`src/rtl/instr_sequencer.sv`:
```
// Program store and issue engine feeding a CPU instruction port.
// Words are loaded while idle/halted, then issued one per CPI cycles from start_addr until HALT or stop.
module instr_sequencer #(
  parameter int                     INSTR_WIDTH    = 20,
  parameter int                     PROG_ADDR_BITS = 5,
  parameter int                     CPI            = 4,
  parameter logic [3:0]             HALT_OP        = 4'hF,
  parameter logic [INSTR_WIDTH-1:0] NOP_INSTR      = '0
) (
  input  logic                      clk,
  input  logic                      rst,
  input  logic                      load_en,
  input  logic [PROG_ADDR_BITS-1:0] load_addr,
  input  logic [INSTR_WIDTH-1:0]    load_data,
  input  logic                      start,
  input  logic [PROG_ADDR_BITS-1:0] start_addr,
  input  logic                      stop,
  output logic [INSTR_WIDTH-1:0]    instruction,
  output logic                      instr_valid,
  output logic [PROG_ADDR_BITS-1:0] pc,
  output logic                      busy,
  output logic                      halted,
  output logic [15:0]               instr_count
);

  localparam int         DEPTH     = 1 << PROG_ADDR_BITS;
  localparam logic [3:0] HOLD_LAST = 4'(CPI - 1);

  typedef enum logic [1:0] {S_IDLE, S_RUN, S_HALTED} state_e;

  state_e                      state_q, state_d;
  logic [INSTR_WIDTH-1:0]      instruction_q, instruction_d;
  logic                        instr_valid_q, instr_valid_d;
  logic [PROG_ADDR_BITS-1:0]   pc_q, pc_d;
  logic [15:0]                 instr_count_q, instr_count_d;
  logic                        stop_q, stop_d;
  logic [3:0]                  hold_q, hold_d;
  logic [INSTR_WIDTH-1:0]      mem_q [DEPTH];

  logic                        mem_we;
  logic [PROG_ADDR_BITS-1:0]   fetch_addr;
  logic [INSTR_WIDTH-1:0]      fetch_word;
  logic                        fetch_halt;

  // Asynchronous read: a same-cycle write to fetch_addr is not visible until the next edge.
  always_comb begin
    fetch_addr = (state_q == S_RUN) ? pc_q + PROG_ADDR_BITS'(1) : start_addr;
    fetch_word = mem_q[fetch_addr];
    fetch_halt = (fetch_word[INSTR_WIDTH-1 -: 4] == HALT_OP);
  end

  always_comb begin
    state_d       = state_q;
    instruction_d = instruction_q;
    instr_valid_d = 1'b0;
    pc_d          = pc_q;
    instr_count_d = instr_count_q;
    stop_d        = stop_q;
    hold_d        = hold_q;
    mem_we        = 1'b0;
    case (state_q)
      S_IDLE, S_HALTED: begin
        mem_we = load_en;
        if (start) begin
          hold_d        = '0;
          stop_d        = 1'b0;
          instr_count_d = '0;
          pc_d          = start_addr;
          if (fetch_halt) begin
            state_d       = S_HALTED;
            instruction_d = NOP_INSTR;
          end else begin
            state_d       = S_RUN;
            instruction_d = fetch_word;
            instr_valid_d = 1'b1;
            instr_count_d = 16'd1;
          end
        end
      end
      S_RUN: begin
        stop_d = stop_q | stop;
        if (hold_q == HOLD_LAST) begin
          hold_d = '0;
          pc_d   = fetch_addr;
          // Only a stop latched before this edge counts; a stop sampled here waits for the next boundary.
          if (stop_q || fetch_halt) begin
            state_d       = S_HALTED;
            instruction_d = NOP_INSTR;
            stop_d        = 1'b0;
          end else begin
            instruction_d = fetch_word;
            instr_valid_d = 1'b1;
            stop_d        = stop;
            if (instr_count_q != 16'hFFFF) instr_count_d = instr_count_q + 16'd1;
          end
        end else begin
          hold_d = hold_q + 4'd1;
        end
      end
      default: state_d = S_IDLE;
    endcase
  end

  always_ff @(posedge clk) begin
    if (rst) begin
      state_q       <= S_IDLE;
      instruction_q <= NOP_INSTR;
      instr_valid_q <= 1'b0;
      pc_q          <= '0;
      instr_count_q <= '0;
      stop_q        <= 1'b0;
      hold_q        <= '0;
    end else begin
      state_q       <= state_d;
      instruction_q <= instruction_d;
      instr_valid_q <= instr_valid_d;
      pc_q          <= pc_d;
      instr_count_q <= instr_count_d;
      stop_q        <= stop_d;
      hold_q        <= hold_d;
    end
  end

  // Program memory survives reset; reset only blocks a write in the same cycle.
  always_ff @(posedge clk) begin
    if (mem_we && !rst) mem_q[load_addr] <= load_data;
  end

  assign instruction = instruction_q;
  assign instr_valid = instr_valid_q;
  assign pc          = pc_q;
  assign busy        = (state_q == S_RUN);
  assign halted      = (state_q == S_HALTED);
  assign instr_count = instr_count_q;

endmodule

```
`config.mk`:
```
export PLATFORM = sky130hd
export DESIGN_NAME = instr_sequencer
export DESIGN_NICKNAME = d
export VERILOG_FILES = /design/src/rtl/instr_sequencer.sv
export SDC_FILE = /design/constraint.sdc
export NUM_CORES = 1
export LEC_CHECK = 0
export BUFFER_PORTS_ARGS = -buffer_cell sky130_fd_sc_hd__buf_2
export CAP_MARGIN = 20
export CELL_PAD_IN_SITES_DETAIL_PLACEMENT = 1
export CELL_PAD_IN_SITES_GLOBAL_PLACEMENT = 1
export CORE_ASPECT_RATIO = 0.8
export CORE_MARGIN = 1.5
export CORE_UTILIZATION = 45
export DETAILED_ROUTE_END_ITERATION = 10
export GPL_TIMING_DRIVEN = 0
export PLACE_DENSITY = 0.78
export SYNTH_ARGS = -nofsm -noshare
export SYNTH_HDL_FRONTEND = slang
export SYNTH_SLANG_ARGS = --single-unit
```
`constraint.sdc`:
```
create_clock -name clk -period 2.43 [get_ports clk]
set_input_delay 0.1215 -clock clk [delete_from_list [all_inputs] [get_ports clk]]
set_output_delay 0.1215 -clock clk [all_outputs]
set_load 0.01 [all_outputs]
```
==> impl_metrics.py <==
metrics = {
    "yosys": {
        "netlist_instances": 1395,
        "ys_seq_elements": 689,
        "syn_area_per_cell_um2": 19.4,
        "synthAdderAreaFrac_pct": 0.139,
        "syn-cell-area_mm2": 0.0271,
        "ys.flop_type": "edfxtp_1",
        "synth_most_common_cell": "edfxtp_1",
        "synth-simple-area-share_pct": 4.09,
        "synth_edf_count": 640,
        "yosysTopAreaCell": "edfxtp_1",
        "syn_nets": 1433,
        "ys_top_cells_by_area": "edfxtp_1 (71%), mux4_2 (11%), dfxtp_1 (3.6%), mux2i_1 (2.3%), mux2_1 (1.5%)",
        "synth_top_area_share_pct": 71.0,
        "synth_top_family_by_area": "multiplexers",
        "synth-compound-area-share_pct": 3.35,
        "yosysSeqAreaShare_pct": 74.6,
        "synth-xor-area-share_pct": 0.129,
        "yosysWarnings": 0,
        "synth.distinct_cells": 54,
        "synth_mux_area_share_pct": 15.9,
        "synth-async-reset-ratio_pct": 0,
        "synth_commonest_cells": "edfxtp_1 (640), mux4_2 (128), nand2_1 (75), mux2i_1 (63), nor2_1 (55)",
    },
    "clock_network": {
        "root_buffer": "clkbuf_16",
        "ctsLongestPathBuffers": 3,
        "worstSkewPairLatency_ns": 0.63,
        "cts_sinks": 689,
        "clk_pin_slew_worst_paths_ns": 0.08,
        "htreeDepth": 3,
        "cts_tree": "built",
        "cts_made_buffers": 66,
    },
    "placed_design": {
        "dp_hpwl_um": 47100,
        "io_buffer_count": 78,
        "finalWeightedCongestion": 0.868,
        "place_area_mm2": 0.0290,
        "post-place-cells": 2274,
    },
    "sta": {
        "setup-violations-final": 178,
        "fin_ws_ns": -0.614,
        "hold_viol": 0,
        "max_freq_mhz": 329,
        "skew_ns": 0.0280,
        "hold_ws_ns": 0.0378,
        "worst_slew_pin_slew_ns": 1.21,
        "max_slew_margin_pct": 19.2,
        "rsz0062_at_grt": "yes",
        "min_period_ns": 3.04,
        "fin_crit_sh_pct": 125,
        "maxSlewViolCount": 0,
    },
    "setup_path": {
        "slowest_stage": "dfxtp_4",
        "cp.arrival_ns": 3.57,
        "crit_buf_inv": 4,
        "cp_cell_sequence": "nand2b_4 > inv_6 > buf_6 > mux2i_4 > nand2_4 > buf_6 > o22ai_1 > o21ai_2 > and4_4 > nand4_4 > nand3_4 > buf_6 > o21ai_2",
        "crit_path_start_kind": "flop",
        "cp.required_ns": 2.96,
        "crit_family": "simple AND/OR/NAND/NOR gates",
        "cp_common_cell": "buf_6",
        "critical_path_class": "reg2reg",
        "max_stage_delay_ns": 0.39,
        "end_kind": "flop",
        "cp_max_fo": 10,
    },
    "run": {
        "maxCapViolCount": 0,
    },
    "global_route": {
        "overflow": 0,
        "grt_pass1_wl_um": 119000,
        "grt_max_degree": 33,
        "antenna_found_initial": 6,
        "first_global_vias": 16200,
        "grt_usage_pct": 27.4,
    },
    "die": {
        "start_util_pct": 45.5,
        "placement_rows": 80,
        "die_area_mm2": 0.0617,
        "coreArea_mm2": 0.0596,
        "die_h_um": 222,
        "fp.dieW_um": 277,
        "top_level_ports": 79,
    },
    "power": {
        "total_power_mw": 38.0,
        "vdd_drop_max_v": 0.000544,
        "powerDensity_mw_per_mm2": 1120,
        "leakagePower_nw": 11.0,
    },
    "route": {
        "drt-initial-drc-count": 2211,
        "viasPerCell": 6.45,
        "drt-total-wl_um": 87900,
        "route.detailed.drc": 0,
        "num_vias": 16100,
        "wl_per_cell_um": 35.2,
        "final_antenna_net_count": 0,
        "dr.pass1.iters": 5,
    },
    "layout": {
        "final_core_util_pct": 56.7,
        "drive_gt1_share_pct": 40.8,
        "syn_to_final_growth_pct": 24.8,
        "fin_nets": 1711,
        "multi_input_area_mm2": 0.00782,
        "nFillCells": 5190,
        "regArea_mm2": 0.0202,
        "final_cells": 2500,
        "final_area_mm2": 0.0338,
    },
    "status": {
        "status": "finished, violations left",
        "failed_checks": "setup timing",
    },
    "worst_hold_path": {
        "hold_path_class": "in2reg",
    },
}
## per-stage QoR
step | setup TNS (ns) | setup slack, ns
2_1_floorplan | 0 | 0.0332
3_3_place_gp | -796.62 | -1.50
3_5_place_dp | -300.02 | -1.58
4_1_cts | -15.93 | -0.448
5_1_grt | -32.59 | -0.645
6_report | -28.78 | -0.614
## registers in the layout, indices dropped and copies added (netlist names)
signal,cells
hold_q,4
instr_count,16
instr_valid,1
instruction,20
mem_q,640
pc,5
state_q,2
stop_q,1
## area by class of cell
cell class                      instances  share of cell area, %
Inverter                                2                 0.0592
Timing Repair Buffer                  203                   5.81
Multi-Input combinational cell        642                   23.1
Tap cell                              779                   2.88
Sequential cell                       689                   59.8
Buffer                                 69                   2.53
Clock inverter                         22                  0.426
Antenna cell                            1                0.00740
Clock buffer                           93                   5.34
## timing repair
item / CTS / global route
gates cloned: 15 / 7
buffers inserted: 70 / 20
endpoints found under the hold margin: 5 / 0
hold buffers: 3 / 0
pin swaps: 45 / 48
setup endpoints to repair: 686 / 267
gates resized for setup: 239 / 144
## final timing paths
check | startpoint | endpoint | slack, ns | cells past startpoint
worst max-delay path | state_q[0] | instruction[2] | -0.61 | 13
worst min-delay path | load_data[17] | mem_q[9][17] | 0.04 | 1
worst max register to register | state_q[0] | instruction[2] | -0.61 | 13
worst min register to register | instruction[14] | instruction[14] | 0.46 | 2
## power breakdown
part	internal, mW	switching (mW)	leakage [nW]
clock network	5.30	4.58	0.942
logic	6.84	7.90	3.90
registers	13.2	0.203	6.16
## cells in the final DEF (no fill, tap or decap), drive strengths merged, types with 17 or more instances in the layout
master | Yosys | routed
edfxtp | 640 | 640
buf | 51 | 242
mux4 | 128 | 128
clkbuf | 21 | 120
nand2 | 78 | 78
mux2i | 66 | 66
mux2 | 66 | 66
nor2 | 55 | 65
dfxtp | 49 | 49
o21ai | 36 | 36
a211oi | 34 | 34
o22ai | 32 | 32
nor2b | 21 | 21
nand3 | 17 | 17
## logic make-up after synthesis
logic type,count (synthesis)
flip-flops,689
multiplexers,260
AND/OR/NAND/NOR,222
AO/OA/AOI/OAI,143
buffers and inverters,74
XOR/XNOR,4
adder cells (fa/ha/maj),3
## per-layer routing
metal  GRT usage (%)  part of all wire [%]  wire length, um  up-vias
met1            37.2                    37            32700     8466
met5               0                 0.052               46        -
li1                -                     -                -     6266
met4            9.68                   3.7             3270        6
met2            43.3                    48            42200     1143
met3            6.77                    11             9650      234
Note: power is estimated with default switching activity, not from simulation.
